===== src/rtl/inst_loader_if.sv =====
// Byte-source / memory-write bundle for inst_loader.
// master : host side (drives start/bytes, observes loader status and writes)
// slave  : the loader itself
//   start_i     one-cycle pulse, begin/restart a load
//   byte_vld_i  source byte valid
//   byte_i      source byte
//   byte_rdy_o  loader can accept a byte
//   wr_en_o     memory write strobe
//   data_o      assembled little-endian word
//   addr_o      byte address of the word being written
//   cpu_hold_o  stall core / select addr_o onto the memory
//   done_o      load completed with good checksum (sticky)
//   err_o       load failed (sticky)
interface inst_loader_if #(
  parameter int unsigned CPU_WIDTH = 32
);
  logic                 start_i;
  logic                 byte_vld_i;
  logic [7:0]           byte_i;
  logic                 byte_rdy_o;
  logic                 wr_en_o;
  logic [CPU_WIDTH-1:0] data_o;
  logic [CPU_WIDTH-1:0] addr_o;
  logic                 cpu_hold_o;
  logic                 done_o;
  logic                 err_o;

  modport master (
    output start_i, byte_vld_i, byte_i,
    input  byte_rdy_o, wr_en_o, data_o, addr_o, cpu_hold_o, done_o, err_o
  );

  modport slave (
    input  start_i, byte_vld_i, byte_i,
    output byte_rdy_o, wr_en_o, data_o, addr_o, cpu_hold_o, done_o, err_o
  );
endinterface


===== src/rtl/inst_loader.sv =====
// Framed byte-stream program loader for the instruction memory.
// Frame: len_lo, len_hi (word count), 4*len payload bytes (little-endian
// words), one checksum byte (sum of payload bytes mod 256).
// Ports:
//   clk    system clock
//   rst_n  asynchronous active-low reset
//   bus    inst_loader_if.slave (byte source in, memory write / status out)
module inst_loader #(
  parameter int unsigned CPU_WIDTH = 32,
  parameter int unsigned MEM_DEPTH = 4096,
  parameter int unsigned BASE_ADDR = 0
) (
  input  logic         clk,
  input  logic         rst_n,
  inst_loader_if.slave bus
);

  localparam logic [CPU_WIDTH-1:0] BASE      = CPU_WIDTH'(BASE_ADDR);
  localparam logic [31:0]          MAX_WORDS = 32'(MEM_DEPTH - BASE_ADDR / 4);

  typedef enum logic [2:0] {
    IDLE, HDR0, HDR1, DATA, CHK, DONE, ERR
  } state_e;

  state_e               state_q, state_d;
  logic [1:0]           idx_q, idx_d;
  logic [15:0]          wcnt_q, wcnt_d;
  logic [15:0]          len_q, len_d;
  logic [23:0]          word_q, word_d;
  logic [7:0]           csum_q, csum_d;
  logic                 wr_en_q, wr_en_d;
  logic [CPU_WIDTH-1:0] data_q, data_d;
  logic [CPU_WIDTH-1:0] addr_q, addr_d;
  logic                 rdy_q, rdy_d;
  logic                 hold_q, hold_d;
  logic                 done_q, done_d;
  logic                 err_q, err_d;

  logic        accept;
  logic [15:0] len_rx;

  assign accept = bus.byte_vld_i && rdy_q;
  assign len_rx = {bus.byte_i, len_q[7:0]};

  always_ff @(posedge clk or negedge rst_n) begin
    if (!rst_n) begin
      state_q <= IDLE;
      idx_q   <= '0;
      wcnt_q  <= '0;
      len_q   <= '0;
      word_q  <= '0;
      csum_q  <= '0;
      wr_en_q <= 1'b0;
      data_q  <= '0;
      addr_q  <= BASE;
      rdy_q   <= 1'b0;
      hold_q  <= 1'b0;
      done_q  <= 1'b0;
      err_q   <= 1'b0;
    end else begin
      state_q <= state_d;
      idx_q   <= idx_d;
      wcnt_q  <= wcnt_d;
      len_q   <= len_d;
      word_q  <= word_d;
      csum_q  <= csum_d;
      wr_en_q <= wr_en_d;
      data_q  <= data_d;
      addr_q  <= addr_d;
      rdy_q   <= rdy_d;
      hold_q  <= hold_d;
      done_q  <= done_d;
      err_q   <= err_d;
    end
  end

  always_comb begin
    state_d = state_q;
    idx_d   = idx_q;
    wcnt_d  = wcnt_q;
    len_d   = len_q;
    word_d  = word_q;
    csum_d  = csum_q;
    wr_en_d = 1'b0;
    data_d  = data_q;
    addr_d  = addr_q;

    // addr_o holds the strobed word's address through the strobe cycle,
    // then steps to the next word.
    if (wr_en_q) begin
      addr_d = addr_q + CPU_WIDTH'(4);
    end

    if (bus.start_i) begin
      state_d = HDR0;
      idx_d   = '0;
      wcnt_d  = '0;
      len_d   = '0;
      csum_d  = '0;
      addr_d  = BASE;
    end else if (accept) begin
      unique case (state_q)
        HDR0: begin
          len_d[7:0] = bus.byte_i;
          state_d    = HDR1;
        end
        HDR1: begin
          len_d = len_rx;
          if (32'(len_rx) > MAX_WORDS) begin
            state_d = ERR;
          end else if (len_rx == 16'd0) begin
            state_d = CHK;
          end else begin
            state_d = DATA;
          end
        end
        DATA: begin
          csum_d = csum_q + bus.byte_i;
          idx_d  = idx_q + 2'd1;
          unique case (idx_q)
            2'd0: word_d[7:0]   = bus.byte_i;
            2'd1: word_d[15:8]  = bus.byte_i;
            2'd2: word_d[23:16] = bus.byte_i;
            2'd3: begin
              wr_en_d = 1'b1;
              data_d  = CPU_WIDTH'({bus.byte_i, word_q});
              wcnt_d  = wcnt_q + 16'd1;
              if (wcnt_q + 16'd1 == len_q) begin
                state_d = CHK;
              end
            end
            default: ;
          endcase
        end
        CHK: begin
          state_d = (bus.byte_i == csum_q) ? DONE : ERR;
        end
        default: ;
      endcase
    end

    // Status outputs are registered images of the next state.
    rdy_d  = state_d inside {HDR0, HDR1, DATA, CHK};
    hold_d = rdy_d || (state_d == ERR);
    done_d = (state_d == DONE);
    err_d  = (state_d == ERR);
  end

  assign bus.byte_rdy_o = rdy_q;
  assign bus.wr_en_o    = wr_en_q;
  assign bus.data_o     = data_q;
  assign bus.addr_o     = addr_q;
  assign bus.cpu_hold_o = hold_q;
  assign bus.done_o     = done_q;
  assign bus.err_o      = err_q;

endmodule


===== src/flat_wrapper.sv =====
// flat-port wrapper written by rule: the top's interface ports become plain ports
module inst_loader_flat 
#(
  parameter int unsigned CPU_WIDTH = 32,
  parameter int unsigned MEM_DEPTH = 4096,
  parameter int unsigned BASE_ADDR = 0
)
  (clk, rst_n, bus_start_i, bus_byte_vld_i, bus_byte_i, bus_byte_rdy_o, bus_wr_en_o, bus_data_o, bus_addr_o, bus_cpu_hold_o, bus_done_o, bus_err_o);
  inst_loader_if #(.CPU_WIDTH(CPU_WIDTH)) bus_i ();
  input  logic clk;
  input  logic rst_n;
  input wire logic [$bits(bus_i.start_i)-1:0] bus_start_i;
  input wire logic [$bits(bus_i.byte_vld_i)-1:0] bus_byte_vld_i;
  input wire logic [$bits(bus_i.byte_i)-1:0] bus_byte_i;
  output wire logic [$bits(bus_i.byte_rdy_o)-1:0] bus_byte_rdy_o;
  output wire logic [$bits(bus_i.wr_en_o)-1:0] bus_wr_en_o;
  output wire logic [$bits(bus_i.data_o)-1:0] bus_data_o;
  output wire logic [$bits(bus_i.addr_o)-1:0] bus_addr_o;
  output wire logic [$bits(bus_i.cpu_hold_o)-1:0] bus_cpu_hold_o;
  output wire logic [$bits(bus_i.done_o)-1:0] bus_done_o;
  output wire logic [$bits(bus_i.err_o)-1:0] bus_err_o;
  assign bus_i.start_i = bus_start_i;
  assign bus_i.byte_vld_i = bus_byte_vld_i;
  assign bus_i.byte_i = bus_byte_i;
  assign bus_byte_rdy_o = bus_i.byte_rdy_o;
  assign bus_wr_en_o = bus_i.wr_en_o;
  assign bus_data_o = bus_i.data_o;
  assign bus_addr_o = bus_i.addr_o;
  assign bus_cpu_hold_o = bus_i.cpu_hold_o;
  assign bus_done_o = bus_i.done_o;
  assign bus_err_o = bus_i.err_o;
  inst_loader #(.CPU_WIDTH(CPU_WIDTH), .MEM_DEPTH(MEM_DEPTH), .BASE_ADDR(BASE_ADDR)) u_core (.clk(clk), .rst_n(rst_n), .bus(bus_i));
endmodule

===== config.mk =====
export PLATFORM = sky130hd
export DESIGN_NAME = inst_loader_flat
export DESIGN_NICKNAME = d
export VERILOG_FILES = /design/src/rtl/inst_loader_if.sv /design/src/rtl/inst_loader.sv /design/src/flat_wrapper.sv
export SDC_FILE = /design/constraint.sdc
export NUM_CORES = 1
export LEC_CHECK = 0
export ABC_CLOCK_PERIOD_IN_PS = 3620
export CORE_ASPECT_RATIO = 0.75
export CORE_MARGIN = 5
export CORE_UTILIZATION = 45
export CTS_CLUSTER_SIZE = 28
export DETAILED_ROUTE_END_ITERATION = 12
export PLACE_DENSITY = 0.76
export SLEW_MARGIN = 15
export SYNTH_ARGS = -nofsm -noshare
export SYNTH_HDL_FRONTEND = slang
export SYNTH_SLANG_ARGS = --single-unit

===== constraint.sdc =====
create_clock -name clk -period 3.62 [get_ports clk]
set_input_delay 0.724 -clock clk [delete_from_list [all_inputs] [get_ports clk]]
set_output_delay 0.724 -clock clk [all_outputs]
set_load 0.02 [all_outputs]

==> results.md, run 1 <==
- Final setup vio count: 0
- Core ar.: between 15000 and 20000 um2
- Rel. slew slack: 48.44%
- Syn Inst Count: 692
- Initial antenna violation count: 0
- Num ports: 81
- Post-DP HPWL: 11390 um
- Critical path fanouts, max: 8
- Worst Hold Class: in -> async
- Actual slew at the worst max-slew pin: 0.7663 ns
- Largest net degree at the start of global routing: 70
- GRT overflow: 0
- P_leak: 3.824 nW
- DIE AREA: 17960 um2
- Top cells by area, synth: dfrtp_1 (49%), nand2_1 (7.4%), xnor2_1 (4.2%), xor2_1 (4.2%), mux2_2 (4.1%)
- Yosys top cell by area: dfrtp_1
- Reg2Reg Depth: 9
- Final Hold Vio Count: 0
- RSZ-0062 raised after global routing: no
- CTS buffer count: 17
- Final wirelength: around 17000 um
- Wirelength per Cell: about 17 um
- Starting density of the core: 45.69%
- Final instance area: around 8500 um2
- Post-CTS resize count: 0
- Final slew viol count: 0
- Share of layout cells above drive strength 1: 13.58%
- First-pass GRT wire length: 28460 um
- Worst Path Required: ~3.9 ns
- Post-synth top flop: dfrtp_1
- CTS Hold Bufs: 0
- Setup TNS: 0 ns
- Final worst-path cycle share: approximately four fifths
- Dpl cell area: roughly 8000 um2
- Max-cap viol count: 0
- Nets@finish: 801
- Peak VDD IR: 0.0003183 V
- PortBufs: 78
- Mean area per synthesized cell: 9.988 um2
- Yosys cell types: 65
- Drt initial violations: 454
- Root Driver: clkbuf_16
- Place WS: 0.5080 ns
- Mapped cell area: 6912 um2
- Area growth syn-to-layout: 23.08%
- Commonest cells post-synth: dfrtp_1 (136), nand2_1 (136), nor2_1 (70), xnor2_1 (33), xor2_1 (33)
- Antenna Nets Post-Route: 0
- Setup bufs post-CTS: 0
- Crit end category: flop
- Vias in the first global route: 5302
- TritonRoute pass-1 iters: 5
- Synth top area share: 49.24%
- Vias post-DR: 5276
- Die Span Y: 117.3 um
- Placer Congestion: 0.9236
- Setup ws final: 0.6793 ns
- DRC: 0
- Async set-or-reset flop fraction in the synthesized netlist: between 90% and 100%
- N_diodes: 0
- Yosys reg bits: 136
- Critical Setup Path Class: reg -> reg
- Worst Setup Start Kind: flop
- CTS tree: built
- Drt via density: 5.313
- Row count: 39
- Seq/Total Area, Yosys: about 49%
- Fillers: 1308
- Area of the multi-input gates: 3256 um2
- Status: completed
- CTS Sinks: 136
- Width of the die: 153.1 um
- Clock-pin slew on the worst setup and hold paths: 0.06 ns
- Yosys warns: 0
- Register Area: around 3400 um2
- Clock buffer depth: 2
- Worst Clk Skew: roughly 0.0079 ns
- Worst EP arrival: 3.22 ns
- Max H-tree Level: 4
- GRT Total Usage: between 10% and 20%
- Clock Latency Late Sink: 0.42 ns
- Post-synth EDFFs: 0
- Highest clock rate: 340.1 MHz
- Final min period: 2.941 ns
- Cell Pwr Density: about 470 nW/um2
-- metrics by stage --
stage	hold WS [ns]	power [mW]	util (%)	instances
after floorplan	0.4284	2.100	-	693
after global placement	0.4477	2.274	52.29	961
after detailed placement	0.4515	2.285	52.29	961
after CTS	0.3315	4.048	56.24	993
after global routing	0.3629	4.187	56.24	993
final	0.3175	4.021	56.24	993
-- state kept, by name, summed over array words and instances, names as in the netlist --
signal,count
u_core.bus.cpu_hold_o,1
u_core.bus.data_o,32
u_core.state_q,3
u_core.bus.err_o,1
u_core.wcnt_q,16
u_core.word_q,24
u_core.bus.addr_o,30
u_core.len_q,16
u_core.csum_q,8
u_core.bus.wr_en_o,1
u_core.idx_q,2
u_core.bus.byte_rdy_o,1
u_core.bus.done_o,1
-- kinds of logic after synthesis --
kind of cell	count (synthesis)	synth area share, %
and+or+nand+nor	313	22.21
DFF	136	49.24
AOI/OAI and AO/OA	67	6.481
xor gates and xnor gates	67	8.599
buffers and inverters	49	3.801
muxes	45	6.970
adders and majority gates	14	2.643
other	1	0.05426
-- power by group --
| group | switching [mW] | total [mW] | internal, mW |
|---|---|---|---|
| Combinational | 0.287 | 0.531 | 0.245 |
| Clock | 0.691 | 1.75 | 1.06 |
| Sequential | 0.0967 | 1.74 | 1.64 |
| Total | 1.07 | 4.02 | 2.95 |
-- layout make-up --
type / instances / share of cell area (%)
Sequential cell: 136 / 40.01
Multi-Input combinational cell: 508 / 38.27
Timing Repair Buffer: 102 / 11.25
Clock buffer: 20 / 5.368
Tap cell: 205 / 3.015
Clock inverter: 12 / 1.647
Inverter: 10 / 0.4412
-- worst max-delay path, stage by stage (launching register included) --
cell and delay, ns:
dfrtp_1 0.55, ha_1 0.43, nand4_1 0.23, or3_1 0.43, xnor2_2 0.21, o2111ai_2 0.20
nor4_4 0.32, a21oi_2 0.16, nor2_2 0.15, mux2i_1 0.11
-- path summary, 6_finish.rpt --
path | from | slack [ns] | to
min in group clk | u_core.word_q[6] | 0.46 | u_core.bus.data_o[6]
max | u_core.wcnt_q[0] | 0.68 | u_core.bus.cpu_hold_o
min | rst_n | 0.32 | u_core.bus.addr_o[3]
max reg2reg | u_core.wcnt_q[0] | 0.68 | u_core.bus.cpu_hold_o
min reg2reg | u_core.word_q[6] | 0.46 | u_core.bus.data_o[6]
max in group asynchronous | rst_n | 2.52 | u_core.word_q[14]
-- layer usage --
metal / vias to the layer above / wire length [um] / track usage, % / share of wire [%]
met4: 0 / 307 / 6.344 / 1.8
li1: 2526 / - / - / -
met5: - / 0 / 0 / 0
met2: 144 / 7165 / 27.34 / 43
met3: 28 / 960 / 5.007 / 5.8
met1: 2578 / 8218 / 29.10 / 49
-- cells in the final DEF (no fill, tap or decap), types with 4 or more instances in the layout --
| master | netlist | final |
|---|---|---|
| a21oi_1 | 23 | 23 |
| xor2_1 | 33 | 33 |
| buf_4 | 4 | 24 |
| o21ai_0 | 13 | 13 |
| ha_1 | 13 | 13 |
| xnor2_1 | 33 | 33 |
| nor3_1 | 9 | 9 |
| nand2_1 | 136 | 136 |
| nor2_1 | 70 | 70 |
| nand3_1 | 19 | 19 |
| and3_1 | 7 | 7 |
| and4_1 | 6 | 6 |
| dfrtp_1 | 136 | 136 |
| inv_1 | 9 | 9 |
| a21o_1 | 4 | 4 |
| nand4_1 | 18 | 18 |
| or3_1 | 10 | 10 |
| clkdlybuf4s50_1 | 0 | 76 |
| and2_1 | 4 | 4 |
| mux2i_1 | 20 | 20 |
| mux2_2 | 25 | 25 |
| clkbuf_16 | 0 | 17 |
| nor4_1 | 9 | 9 |
Power figures use the tool's default switching activity.
==> inputs of run 2 (changes only) <==
--- a/config.mk
+++ b/config.mk
@@ -5,13 +5,13 @@
 export SDC_FILE = /design/constraint.sdc
 export NUM_CORES = 1
 export LEC_CHECK = 0
-export ABC_CLOCK_PERIOD_IN_PS = 3620
+export ABC_CLOCK_PERIOD_IN_PS = 2600
 export CORE_ASPECT_RATIO = 0.75
 export CORE_MARGIN = 5
 export CORE_UTILIZATION = 45
 export CTS_CLUSTER_SIZE = 28
 export DETAILED_ROUTE_END_ITERATION = 12
-export PLACE_DENSITY = 0.76
+export PLACE_DENSITY = 0.79
 export SLEW_MARGIN = 15
 export SYNTH_ARGS = -nofsm -noshare
 export SYNTH_HDL_FRONTEND = slang
==> constraint.sdc (replaced) <==
create_clock -name clk -period 2.6 [get_ports clk]
set_input_delay 0.52 -clock clk [delete_from_list [all_inputs] [get_ports clk]]
set_output_delay 0.52 -clock clk [all_outputs]
set_load 0.02 [all_outputs]
==> run 2 against run 1 <==
Clock power up 37%. Register-to-register slack lost 0.64 ns. Flip-flop and latch count stayed put. Critical path depth fell by 1. Hold slack worse by 0.26 ns. Utilization increased by 1.6 points. Global-route usage is 0.29 points higher. Total power up 39%. Non-clock buffer count up 20. Design area up 2.8%. Critical path type unchanged. Largest cell class unchanged.
==> results.md, run 2 (synthesized netlist as in run 1, its figures left out) <==
- Rel. slew slack: 52.07%
- Num ports: 81
- Sw Pwr: around 1.6 mW
- Placer Congestion: 0.9611
- Final wirelength: roughly 17000 um
- Max-cap viol count: 0
- Fillers: 1263
- Critical path fanouts, max: 6
- Largest register FFs: 32
- Worst EP arrival: 2.85 ns
- TritonRoute pass-1 iters: 5
- DIE AREA: 17960 um2
- Area growth syn-to-layout: 26.56%
- CTS Sinks: about 140
- Peak VDD IR: just under 0.0004 V
- Switching Share: 28.33%
- Met1 WL: 8149 um
- Crit. Startpoint: u_core.wcnt_q[4]
- Sequential power share: between 40% and 50%
- PortBufs: 78
- CTS tree: built
- Die Span Y: ~120 um
- Most common cell after layout, fill and taps aside: nand2_1
- Combinational share of power: 14.2%
- Vias in the first global route: between 5k and 6k
- Nets@finish: roughly 820
- Final setup vio count: 0
- Final min period: 2.557 ns
- N_diodes: 0
- Antenna Nets Post-Route: 0
- Critical Setup Path Class: reg -> reg
- Starting density of the core: between 40% and 50%
- DR WL met3: about 1200 um
- Worst Setup Start Kind: flop
- Row count: 39
- Drt initial violations: around 370
- Clock-pin slew on the worst setup and hold paths: 0.06 ns
- Commonest non-fill, non-tap cells in the layout: nand2_1 (136), dfrtp_1 (132), clkdlybuf4s50_1 (76)
- Vias post-DR: 5448
- Post-DP HPWL: between 10000 and 15000 um
- Width of the die: 153.1 um
- CTS buffer count: 17
- Top sig layer: met4
- Worst Path Required: just under 3 ns
- Drt via density: 5.378
- Share of layout cells above drive strength 1: 17.33%
- Clock buffer depth: 2
- Placed cells: 979
- Root Driver: clkbuf_16
- Highest clock rate: 391.1 MHz
- Routed met2 length: 7744 um
- GRT Total Usage: 19.71%
- Worst r2r src: u_core.wcnt_q[4]
- Place WS: -0.3913 ns
- Max H-tree Level: 4
- Status: completed
- DRC: 0
- Final worst-path cycle share: between 90% and 100%
- Final Hold Vio Count: 0
- GRT overflow: 0
- Setup ws final: 0.04322 ns
- Clk pwr share: 42.7%
- Initial antenna violation count: 0
- Reg2Reg Depth: 8
- R2R Setup Slk: 0.04 ns
- P_leak: just under 4 nW
- Actual slew at the worst max-slew pin: 0.7124 ns
- Worst Clk Skew: 0.007466 ns
- R2R Path End: u_core.bus.cpu_hold_o
- RSZ-0062 raised after global routing: yes
- Worst Hold Class: in -> async
- P_int: 4.009 mW
- Non-Filler Instances: 1013
- Wirelength per Cell: between 15 and 20 um
- Area of the multi-input gates: 3328 um2
- First-pass GRT wire length: 28880 um
- Clock Latency Late Sink: approximately 0.42 ns
- Worst Setup EP: u_core.bus.cpu_hold_o
- Final slew viol count: 0
- Largest net degree at the start of global routing: 57
- Core ar.: ~15000 um2
- Cell Pwr Density: 639.5 nW/um2
- Crit end category: flop
- Register Area: about 3400 um2
run 2: per-layer routing:
layer	global-route usage, %	up-vias
li1	-	2559
met1	27.91	2701
met2	28.69	166
met3	6.922	22
met4	5.509	0
met5	0	-
run 2: how the worst min path moves through the flow:
stage	start	endpoint	slack [ns]	cells past startpoint
final	rst_n	u_core.wcnt_q[4]	0.06	1
after detailed placement	u_core.word_q[9]	u_core.bus.data_o[9]	0.45	2
after CTS	rst_n	u_core.wcnt_q[4]	0.07	1
after floorplan	rst_n	u_core.bus.addr_o[10]	0.22	0
after global routing	rst_n	u_core.wcnt_q[6]	0.10	1
after global placement	u_core.word_q[0]	u_core.bus.data_o[0]	0.45	2
run 2: cell type report:
cell class	instances	area share, %
Clock inverter	15	1.817
Clock buffer	17	4.863
Inverter	10	0.4291
Tap cell	205	2.932
Multi-Input combinational cell	508	38.05
Sequential cell	136	38.96
Timing Repair Buffer	122	12.95
run 2: timing repair:
item,4_1_cts,5_1_grt
buffers inserted,0,2
hold buffers,0,0
gates resized for setup,0,16
setup endpoints to repair,0,6
run 2: power groups by stage:
stage	Combinational (mW)	Sequential [mW]	Clock (mW)
floorplan	0.505	2.42	0
detailed placement	0.773	2.44	0
global route	0.869	2.43	2.53
CTS	0.781	2.41	2.43
finish	0.792	2.41	2.39
global placement	0.747	2.44	0
run 2: per-stage QoR:
step	hold WS [ns]	TNS [ns]	utilization [%]	instance area (um2)	total power, mW
final	0.05802	0	57.82	8747	5.594
after global routing	0.1034	-0.07152	57.82	8747	5.831
after CTS	0.07283	0	57.21	8655	5.614
after detailed placement	0.4510	-2.462	53.35	8070	3.216
after global placement	0.4474	-1.299	53.35	8070	3.189
after floorplan	0.2244	0	-	6915	2.924
run 2: critical path: stages (launching register included):
cell	delay, ns
dfrtp_1	0.50
nand3_4	0.20
nor4_4	0.36
mux2i_1	0.34
o2111ai_2	0.19
nor4_4	0.43
a21oi_2	0.16
nor2_2	0.14
mux2i_1	0.10
